$ cat src/rtl/vga_timing_gen.sv
// VGA raster timing generator: pixel counters, video window, line/frame strobes,
// frame counter and sync pulses delayed to line up with the renderer's colour register.
module vga_timing_gen #(
  parameter int h_video    = 640,
  parameter int h_front    = 16,
  parameter int h_sync     = 96,
  parameter int h_back     = 48,
  parameter int v_video    = 480,
  parameter int v_front    = 10,
  parameter int v_sync     = 2,
  parameter int v_back     = 33,
  parameter bit sync_pol   = 1'b0,
  parameter int sync_delay = 1
) (
  input  logic       clk_0,
  input  logic       rst,
  output logic [9:0] pixel_x,
  output logic [9:0] pixel_y,
  output logic       video_on,
  output logic       hsync,
  output logic       vsync,
  output logic       line_start,
  output logic       frame_start,
  output logic [7:0] frame_count
);

  localparam int H_TOTAL = h_video + h_front + h_sync + h_back;
  localparam int V_TOTAL = v_video + v_front + v_sync + v_back;
  localparam int HS_BEG  = h_video + h_front;
  localparam int HS_END  = HS_BEG + h_sync;
  localparam int VS_BEG  = v_video + v_front;
  localparam int VS_END  = VS_BEG + v_sync;

  logic [9:0] h_q, h_d, v_q, v_d;
  logic [9:0] px_q, py_q;
  logic       vo_q, ls_q, fs_q, hs_q, vs_q, first_q;
  logic [7:0] fc_q, fc_d;
  logic       h_wrap, v_wrap, hs_act, vs_act;

  always_comb begin
    h_wrap = (h_q == 10'(H_TOTAL - 1));
    v_wrap = h_wrap && (v_q == 10'(V_TOTAL - 1));
    h_d    = h_wrap ? 10'd0 : h_q + 10'd1;
    v_d    = v_q;
    if (h_wrap) v_d = v_wrap ? 10'd0 : v_q + 10'd1;
    // The wrap out of the reset-held terminal count is not a completed frame.
    fc_d   = (v_wrap && !first_q) ? fc_q + 8'd1 : fc_q;
    // 11-bit compares so a boundary of exactly 1024 still works.
    hs_act = ({1'b0, h_d} >= 11'(HS_BEG)) && ({1'b0, h_d} < 11'(HS_END));
    vs_act = ({1'b0, v_d} >= 11'(VS_BEG)) && ({1'b0, v_d} < 11'(VS_END));
  end

  always_ff @(posedge clk_0 or negedge rst) begin
    if (!rst) begin
      h_q     <= 10'(H_TOTAL - 1);
      v_q     <= 10'(V_TOTAL - 1);
      px_q    <= '0;
      py_q    <= '0;
      vo_q    <= 1'b0;
      ls_q    <= 1'b0;
      fs_q    <= 1'b0;
      fc_q    <= '0;
      first_q <= 1'b1;
      hs_q    <= ~sync_pol;
      vs_q    <= ~sync_pol;
    end else begin
      h_q     <= h_d;
      v_q     <= v_d;
      px_q    <= h_d;
      py_q    <= v_d;
      vo_q    <= ({1'b0, h_d} < 11'(h_video)) && ({1'b0, v_d} < 11'(v_video));
      ls_q    <= (h_d == 10'd0);
      fs_q    <= (h_d == 10'd0) && (v_d == 10'd0);
      fc_q    <= fc_d;
      first_q <= 1'b0;
      hs_q    <= hs_act ? sync_pol : ~sync_pol;
      vs_q    <= vs_act ? sync_pol : ~sync_pol;
    end
  end

  generate
    if (sync_delay > 0) begin : g_dly
      logic [sync_delay-1:0] hs_dly_q, vs_dly_q;
      always_ff @(posedge clk_0 or negedge rst) begin
        if (!rst) begin
          hs_dly_q <= {sync_delay{~sync_pol}};
          vs_dly_q <= {sync_delay{~sync_pol}};
        end else begin
          hs_dly_q[0] <= hs_q;
          vs_dly_q[0] <= vs_q;
          for (int i = 1; i < sync_delay; i++) begin
            hs_dly_q[i] <= hs_dly_q[i-1];
            vs_dly_q[i] <= vs_dly_q[i-1];
          end
        end
      end
      assign hsync = hs_dly_q[sync_delay-1];
      assign vsync = vs_dly_q[sync_delay-1];
    end else begin : g_nodly
      assign hsync = hs_q;
      assign vsync = vs_q;
    end
  endgenerate

  assign pixel_x     = px_q;
  assign pixel_y     = py_q;
  assign video_on    = vo_q;
  assign line_start  = ls_q;
  assign frame_start = fs_q;
  assign frame_count = fc_q;

endmodule

$ cat config.mk
export PLATFORM = sky130hd
export DESIGN_NAME = vga_timing_gen
export DESIGN_NICKNAME = d
export VERILOG_FILES = /design/src/rtl/vga_timing_gen.sv
export SDC_FILE = /design/constraint.sdc
export NUM_CORES = 1
export LEC_CHECK = 0
export CORE_MARGIN = 2
export CORE_UTILIZATION = 40
export DETAILED_ROUTE_END_ITERATION = 10
export PLACE_DENSITY = 0.59
export RECOVER_POWER = 50
export REMOVE_ABC_BUFFERS = 1
export SYNTH_ARGS = -nofsm -noshare
export SYNTH_HDL_FRONTEND = slang
export SYNTH_SLANG_ARGS = --single-unit
export TNS_END_PERCENT = 30
$ cat constraint.sdc
create_clock -name clk_0 -period 4.82 [get_ports clk_0]
set_input_delay 0.723 -clock clk_0 [delete_from_list [all_inputs] [get_ports clk_0]]
set_output_delay 0.723 -clock clk_0 [all_outputs]
set_load 0.1 [all_outputs]
==> results.sh, run 1 <==
export IMPL_crit_path_top_delay_cell="clkdlybuf4s50_1"
export IMPL_drive_above_1_share_pct=12.8
export IMPL_post_cts_resize_count=0
export IMPL_cts_root_buf="clkbuf_8"
export IMPL_avgSynthCellArea_um2=10.5
export IMPL_cts_inserted_buffers=5
export IMPL_fin_total_pwr_uw=677
export IMPL_cpLargestDelayFamily="buffers and inverters"
export IMPL_min_period_ns=2.79
export IMPL_worstPathArrival_ns=2.06
export IMPL_p_leak_uw=0.00108
export IMPL_slew_violations=47
export IMPL_nNetsFinal=240
export IMPL_synth_seq_cells=46
export IMPL_worst_ep_required_time_ns=4.10
export IMPL_synthMuxAreaShare_pct=1.38
export IMPL_hpwl_um=3130
export IMPL_dieArea_um2=6310
export IMPL_start_kind="flop"
export IMPL_drt_initial_drc_count=140
export IMPL_clk_pin_slew_ns=0.08
export IMPL_synth_edf_count=0
export IMPL_portBuffers=34
export IMPL_cts_tree="yes"
export IMPL_cts_hold_buf=0
export IMPL_grt_max_degree=47
export IMPL_rsz0062_at_grt="no"
export IMPL_final_common_cell="clkdlybuf4s50_1"
export IMPL_powerDensity_nw_per_um2=254
export IMPL_max_freq_mhz=359
export IMPL_wl_per_cell_um=14.5
export IMPL_clk_latency_ns=0.29
export IMPL_syn_area_um2=2270
export IMPL_rows=27
export IMPL_cap_viol_max_count=1
export IMPL_antenna_found_initial=0
export IMPL_wirelength_um=4450
export IMPL_multi_input_area_um2=946
export IMPL_synth_area_leaders="dfrtp_1 (34%), dfstp_2 (17%), xor2_1 (3.9%)"
export IMPL_design_area_um2=2670
export IMPL_ys_flop_type="dfrtp_1"
export IMPL_critPathBufInv=1
export IMPL_finalSetupTns_ns=0
export IMPL_violations="capacitance limit, slew limit"
export IMPL_synthCells=216
export IMPL_place_area_um2=2560
export IMPL_yosysWarnings=0
export IMPL_regArea_um2=1170
export IMPL_yosysTopAreaCell="dfrtp_1"
export IMPL_initial_utilization_pct=41.3
export IMPL_synth_top_family_by_area="simple AND/OR/NAND/NOR gates"
export IMPL_hold_worst_slack_ns=0.358
export IMPL_cts_setup_buffers=0
export IMPL_min_path_type="reg -> reg"
export IMPL_yosys_area_top_type_share_pct=34.1
export IMPL_drc=0
export IMPL_worst_slew_pin_slew_ns=2.29
export IMPL_hold_viol=0
export IMPL_synthAdderAreaFrac_pct=2.20
export IMPL_num_antenna_cells=0
export IMPL_fin_crit_sh_pct=57.8
export IMPL_criticalPathCategory="reg -> out"
export IMPL_status="complete, but fails checks"
export IMPL_worstPathMaxFanout=10
export IMPL_gr_total_overflow=0
export IMPL_areaGrowthSynthToFinish_pct=17.2
export IMPL_vias_per_cell=5.22
export IMPL_grt_pass1_vias=1602
export IMPL_clockBufferDepth=2
export IMPL_crit_chain="clkdlybuf4s50_1"
export IMPL_seq_area_frac_synth_pct=51.4
export IMPL_fin_skew_ns=0.00451
export IMPL_synth_simple_area_share_pct=20.4
export IMPL_finalSetupViolCount=0
export IMPL_reg2regPathDepth=7
export IMPL_synth_xor_area_share_pct=7.32
export IMPL_cts_max_level=2
export IMPL_path_depth=1
export IMPL_clock_sinks=46
export IMPL_peakVddDrop_mv=0.177
export IMPL_cp_slowest_stage_delay_ns=1.21
export IMPL_boundaryPins=35
export IMPL_dieWidth_um=79.4
export IMPL_place_congestion=0.795
export IMPL_holdPathStages=0
export IMPL_relSlewSlack_pct=-52.8
export IMPL_grt_usage_pct=15.9
export IMPL_core_um2=5510
export IMPL_mostFrequentLayoutCells="clkdlybuf4s50_1 (33), dfrtp_1 (31), nand2_1 (20), dfstp_2 (13)"
export IMPL_grt_first_pass_wirelength_um=7810
export IMPL_dr_total_vias=1603
export IMPL_async_reset_ff_share_pct=100
export IMPL_ys_types=49
export IMPL_dr_pass1_iters=4
export IMPL_endpoint_kind="output pin"
export IMPL_die_h_um=79.4
export IMPL_synth_compound_area_share_pct=10.1
export IMPL_ant_nets=0
export IMPL_final_fill_count=520
cell type report:
cell class                      instances  area share (%)
Clock buffer                            6            2.72
Clock inverter                          2            1.41
Inverter                                4           0.563
Multi-Input combinational cell        143            35.5
Sequential cell                        46            43.9
Tap cell                               72            3.38
Timing Repair Buffer                   34            12.5
metal layers:
metal  vias to the layer above  part of all wire (%)  global-route usage [%]
li1                        783                     -                       -
met1                       764                    47                    21.9
met2                        47                    47                    24.6
met3                         9                   5.2                    3.73
met4                         0                   1.5                    5.52
met5                         -                     0                       0
sequential cells by signal, indices dropped and copies added (netlist names):
signal	cells
hsync	1
frame_start	1
hs_q	1
frame_count	8
first_q	1
video_on	1
pixel_y	10
v_q	3
pixel_x	10
h_q	7
line_start	1
vs_q	1
vsync	1
kinds of logic (layout without fill, tap and decap cells):
logic type,Yosys count,count (layout)
DFF,46,46
AOI/OAI and AO/OA,35,35
and+or+nand+nor,81,81
adders and majority gates,4,4
muxes,3,3
other,1,1
buffers and inverters,27,46
xor gates and xnor gates,19,19
where the power goes:
| part | internal, uW | switching [uW] |
|---|---|---|
| Clock | 155 | 128 |
| Combinational | 0.130 | 6.85 |
| Sequential | 387 | 0.168 |
worst reg2reg max path, stage by stage (launching register included):
cell and delay [ns]:
dfstp_1 0.55, ha_1 0.30, and4_1 0.36, nand3_1 0.31
nor3_2 0.45, nand4_1 0.20, nor2_1 0.16, xor2_1 0.14
final timing paths:
kind	slack (ns)	from	to
min	0.36	hs_q	hsync
min in group asynchronous	1.10	rst	frame_count[4]
max	2.03	pixel_x[6]	pixel_x[6]
max reg2reg	2.28	h_q[0]	frame_count[7]
max in group asynchronous	2.41	rst	line_start
min reg2reg	0.36	hs_q	hsync
per-stage QoR:
stage	worst slack (ns)	instances	utilization (%)
after floorplan	2.04	193	-
after global placement	2.22	299	46.4
after detailed placement	2.30	299	46.4
after CTS	2.03	307	48.4
after global routing	1.80	307	48.4
final	2.03	307	48.4
Yosys cell counts (2+ instances only):
library cell,count
buf_4,10
a21oi_1,6
dfstp_2,15
ha_1,4
xnor2_1,9
mux2i_1,2
buf_6,2
dfrtp_1,31
a31oi_1,3
nor4_1,4
nand4_1,9
buf_2,4
nand3_1,9
a211oi_1,4
nor2_1,10
or3_1,5
nor2_4,2
o31ai_1,4
o21ai_0,8
nand2b_1,5
xor2_1,10
and3_1,5
nor3_1,2
nand2_1,20
clkbuf_1,6
inv_1,4
(Power assumes the default switching activity.)
==> run 2, diff against run 1 <==
--- a/config.mk
+++ b/config.mk
@@ -8,7 +8,7 @@
 export CORE_MARGIN = 2
 export CORE_UTILIZATION = 40
 export DETAILED_ROUTE_END_ITERATION = 10
-export PLACE_DENSITY = 0.59
+export PLACE_DENSITY = 0.62
 export RECOVER_POWER = 50
 export REMOVE_ABC_BUFFERS = 1
 export SYNTH_ARGS = -nofsm -noshare
==> constraint.sdc (replaced) <==
create_clock -name clk_0 -period 2.5 [get_ports clk_0]
set_input_delay 0.375 -clock clk_0 [delete_from_list [all_inputs] [get_ports clk_0]]
set_output_delay 0.375 -clock clk_0 [all_outputs]
set_load 0.1 [all_outputs]
==> results.sh, run 2 (same netlist as run 1, synthesis figures left out) <==
export IMPL_status="completed"
export IMPL_cts_setup_buffers=0
export IMPL_endpoint_kind="flop"
export IMPL_setup_ws_ns=0.129
export IMPL_drt_initial_drc_count=79
export IMPL_initial_utilization_pct=41.3
export IMPL_fin_crit_sh_pct=94.8
export IMPL_clockBufferDepth=2
export IMPL_mostFrequentLayoutCells="buf_4 (36), dfrtp_1 (31), nand2_1 (20), dfstp_2 (15), clkbuf_1 (14)"
export IMPL_clk_latency_ns=0.30
export IMPL_grt_usage_pct=16.1
export IMPL_cts_hold_buf=0
export IMPL_final_common_cell="buf_4"
export IMPL_worst_r2r_endpoint="frame_start"
export IMPL_worstPathArrival_ns=2.61
export IMPL_dr_total_vias=1682
export IMPL_dieWidth_um=79.4
export IMPL_ant_nets=0
export IMPL_r2r_start="h_q[9]"
export IMPL_path_depth=6
export IMPL_portBuffers=34
export IMPL_cts_root_buf="clkbuf_8"
export IMPL_cp_slowest_stage_delay_ns=0.54
export IMPL_vias_per_cell=5.21
export IMPL_dieArea_um2=6310
export IMPL_place_ws_ns=0.160
export IMPL_cts_inserted_buffers=5
export IMPL_gr_total_overflow=0
export IMPL_drc=0
export IMPL_start_kind="flop"
export IMPL_wl_per_cell_um=14.0
export IMPL_powerDensity_nw_per_um2=460
export IMPL_drive_above_1_share_pct=27.5
export IMPL_areaGrowthSynthToFinish_pct=15.7
export IMPL_relSlewSlack_pct=21.5
export IMPL_min_path_type="in -> async"
export IMPL_reg2reg_slack_ns=0.13
export IMPL_slew_violations=0
export IMPL_criticalPathCategory="reg -> reg"
export IMPL_cap_viol_max_count=0
export IMPL_worst_slew_pin_slew_ns=1.18
export IMPL_hold_viol=0
export IMPL_peakVddDrop_mv=0.431
export IMPL_hpwl_um=3300
export IMPL_dr_pass1_iters=4
export IMPL_critPathBufInv=0
export IMPL_core_um2=5510
export IMPL_die_h_um=79.4
export IMPL_p_leak_uw=0.00116
export IMPL_grt_pass1_vias=1667
export IMPL_crit_path_top_delay_cell="dfstp_2"
export IMPL_wirelength_um=4530
export IMPL_post_cts_resize_count=0
export IMPL_worstPathMaxFanout=7
export IMPL_grt_max_degree=45
export IMPL_boundaryPins=35
export IMPL_min_period_ns=2.37
export IMPL_cpLargestDelayFamily="simple AND/OR/NAND/NOR gates"
export IMPL_final_core_util_pct=47.8
export IMPL_grt_first_pass_wirelength_um=7870
export IMPL_cts_tree="yes"
export IMPL_cts_max_level=2
export IMPL_clock_sinks=46
export IMPL_reg2regPathDepth=6
export IMPL_rows=27
export IMPL_fin_skew_ns=0.00367
export IMPL_antenna_found_initial=0
export IMPL_place_congestion=0.844
export IMPL_nNetsFinal=256
export IMPL_clk_pin_slew_ns=0.08
export IMPL_worst_ep_required_time_ns=2.74
export IMPL_finalSetupViolCount=0
export IMPL_rsz0062_at_grt="no"
export IMPL_max_freq_mhz=422
export IMPL_num_antenna_cells=0
export IMPL_crit_chain="or4b_4 -> or3_1 -> nor2_4 -> mux2i_1 -> nor4_1 -> and3_1"
[run 2: changes by cell type in the layout (fill, tap and decap cells not counted), moves of 2 or more]
cell             previous run  this run
buf_4                       0        36
clkdlybuf4s50_1            33         0
clkbuf_1                    2        14
dfstp_1                     2         0
dfstp_2                    13        15
[run 2: power breakdown]
part	switching, uW	internal [uW]	total (uW)	leakage (uW)
clock	251	197	448	0.0000452
combinational	13.6	1.26	14.9	0.000545
sequential	0.324	746	746	0.000570
total	265	945	1210	0.00116
[run 2: through the flow]
step	hold slack, ns	TNS [ns]	cells	cell area [um^2]	total power [uW]
4_1_cts	0.245	0	323	2680	1230
3_3_place_gp	0.346	0	315	2590	778
5_1_grt	0.295	0	323	2630	1260
3_5_place_dp	0.349	0	315	2590	778
6_report	0.200	0	323	2630	1210
2_1_floorplan	0.0794	-0.921	193	2130	760
[run 2: how the worst max path moves through the flow]
| stage | to | from |
|---|---|---|
| 3_3_place_gp | frame_start | h_q[9] |
| 2_1_floorplan | frame_start | pixel_x[5] |
| 6_report | frame_start | h_q[9] |
| 4_1_cts | frame_start | h_q[9] |
| 3_5_place_dp | frame_start | h_q[9] |
| 5_1_grt | frame_start | h_q[0] |
[run 2: worst register-to-register path, stage by stage, from the launching register on]
cell,delay [ns]
dfstp_2,0.54
or4b_4,0.46
or3_1,0.52
nor2_4,0.16
mux2i_1,0.09
nor4_1,0.34
and3_1,0.20
[run 2: cell type report]
| class | count | area [um^2] |
|---|---|---|
| clock inverters | 2 | 13.8 |
| multi-input cells | 143 | 946 |
| well taps | 72 | 90.1 |
| flip-flops and latches | 46 | 1170 |
| inverters | 4 | 15.0 |
| fillers | 523 | 2880 |
| repair buffers | 50 | 324 |
| clock buffers | 6 | 72.6 |
[run 2: metal layers]
metal  track usage, %  routed length, um  up-vias
met2             27.7               2280       31
li1                 -                  -      815
met5                0                  0        -
met4             4.66                 62        0
met1             20.4               1990      829
met3             3.39                192        7
==> run 3, diff against run 2 <==
==> constraint.sdc (replaced) <==
create_clock -name clk_0 -period 2.5 [get_ports clk_0]
set_input_delay 0.5 -clock clk_0 [delete_from_list [all_inputs] [get_ports clk_0]]
set_output_delay 0.5 -clock clk_0 [all_outputs]
set_load 0.1 [all_outputs]
==> results.sh, run 3 (same netlist as run 1, synthesis figures left out) <==
export IMPL_fin_skew_ns=0.00508
export IMPL_finalSetupTns_ns=0
export IMPL_multi_input_area_um2=946
export IMPL_relSlewSlack_pct=22.7
export IMPL_worstPathMaxFanout=7
export IMPL_reg2regPathDepth=6
export IMPL_dieArea_um2=6310
export IMPL_finalSetupViolCount=0
export IMPL_worstHoldEndpoint="hsync"
export IMPL_grt_usage_pct=16.2
export IMPL_cts_root_buf="clkbuf_8"
export IMPL_slew_violations=0
export IMPL_max_freq_mhz=422
export IMPL_min_path_type="reg -> reg"
export IMPL_dp_cells=314
export IMPL_mostFrequentLayoutCells="buf_4 (37), dfrtp_1 (31), nand2_1 (20), dfstp_2 (14)"
export IMPL_worst_ep_required_time_ns=2.70
export IMPL_cts_setup_buffers=0
export IMPL_gr_total_overflow=0
export IMPL_clockBufferDepth=2
export IMPL_hpwl_um=3340
export IMPL_start_kind="flop"
export IMPL_p_leak_uw=0.00117
export IMPL_num_antenna_cells=0
export IMPL_grt_max_degree=47
export IMPL_nNetsFinal=255
export IMPL_vias_per_cell=5.14
export IMPL_place_congestion=0.884
export IMPL_r2r_start="h_q[9]"
export IMPL_drt_initial_drc_count=68
export IMPL_wirelength_um=4610
export IMPL_areaGrowthSynthToFinish_pct=16.0
export IMPL_post_cts_resize_count=0
export IMPL_antenna_found_initial=0
export IMPL_final_fill_count=522
export IMPL_drc=0
export IMPL_drive_above_1_share_pct=28.4
export IMPL_cts_inserted_buffers=5
export IMPL_grt_first_pass_wirelength_um=7860
export IMPL_initial_utilization_pct=41.3
export IMPL_holdPathStages=0
export IMPL_endpoint_kind="flop"
export IMPL_reg2reg_slack_ns=0.13
export IMPL_dr_pass1_iters=4
export IMPL_worstPathArrival_ns=2.57
export IMPL_fin_crit_sh_pct=94.9
export IMPL_criticalPathCategory="reg -> reg"
export IMPL_ant_nets=0
export IMPL_dr_total_vias=1656
export IMPL_hold_path_startpoint="hs_q"
export IMPL_die_h_um=79.4
export IMPL_rows=27
export IMPL_boundaryPins=35
export IMPL_grt_pass1_vias=1676
export IMPL_core_um2=5510
export IMPL_clock_sinks=46
export IMPL_final_cells=322
export IMPL_regArea_um2=1170
export IMPL_cap_viol_max_count=0
export IMPL_status="completed"
export IMPL_clk_latency_ns=0.31
export IMPL_wl_per_cell_um=14.3
export IMPL_dieWidth_um=79.4
export IMPL_worst_r2r_endpoint="frame_start"
export IMPL_portBuffers=34
export IMPL_rsz0062_at_grt="no"
export IMPL_cts_hold_buf=0
export IMPL_hold_viol=0
export IMPL_fin_total_pwr_uw=1240
export IMPL_worst_slew_pin_slew_ns=1.16
export IMPL_powerDensity_nw_per_um2=471
export IMPL_peakVddDrop_mv=0.266
export IMPL_cts_tree="yes"
export IMPL_clk_pin_slew_ns=0.09
export IMPL_min_period_ns=2.37
export IMPL_final_common_cell="buf_4"
export IMPL_cts_max_level=2
-- run 3: layout make-up --
| cell class | instances | area share (%) |
|---|---|---|
| inverters | 4 | 0.569 |
| flip-flops and latches | 46 | 44.4 |
| repair buffers | 49 | 12.3 |
| multi-input cells | 143 | 35.9 |
| clock inverters | 3 | 0.854 |
| well taps | 72 | 3.42 |
| clock buffers | 5 | 2.61 |
-- run 3: metrics by stage --
| step | hold WS (ns) | setup WS [ns] | instance area, um^2 | util (%) |
|---|---|---|---|---|
| after detailed placement | 0.348 | 0.151 | 2590 | 47.0 |
| final | 0.361 | 0.128 | 2640 | 47.9 |
| after global placement | 0.347 | 0.199 | 2590 | 47.0 |
| after CTS | 0.280 | 0.133 | 2680 | 48.6 |
| after floorplan | 0.204 | -0.279 | 2130 | - |
| after global routing | 0.370 | 0.0142 | 2640 | 47.9 |
-- run 3: layer usage --
layer	global-route usage, %	vias up	part of all wire, %	wire [um]
met4	6.90	0	2.1	95
met3	3.17	9	3.3	153
met2	27.8	30	51	2340
li1	-	804	-	-
met5	0	-	0	0
met1	19.8	813	44	2020
-- run 3: worst max-delay path, cell delays in order, from the launching register on --
cell and delay [ns]:
dfstp_2 0.54, or4b_4 0.47, or3_1 0.52, or3_4 0.39, nand3_2 0.06, a21oi_1 0.09, and3_1 0.19
-- run 3: worst max path at each step --
stage | cells after the start | endpoint | slack [ns] | start
2_1_floorplan | 6 | frame_start | -0.28 | pixel_x[5]
3_3_place_gp | 6 | frame_start | 0.20 | h_q[9]
3_5_place_dp | 6 | frame_start | 0.15 | h_q[9]
4_1_cts | 6 | frame_start | 0.13 | h_q[9]
5_1_grt | 8 | frame_start | 0.01 | h_q[0]
6_report | 6 | frame_start | 0.13 | h_q[9]
-- run 3: report_power, final --
part	total, uW	internal (uW)	switching, uW
clock network	480	203	277
logic	15.1	1.03	14.1
registers	746	746	0.344
total	1240	950	291
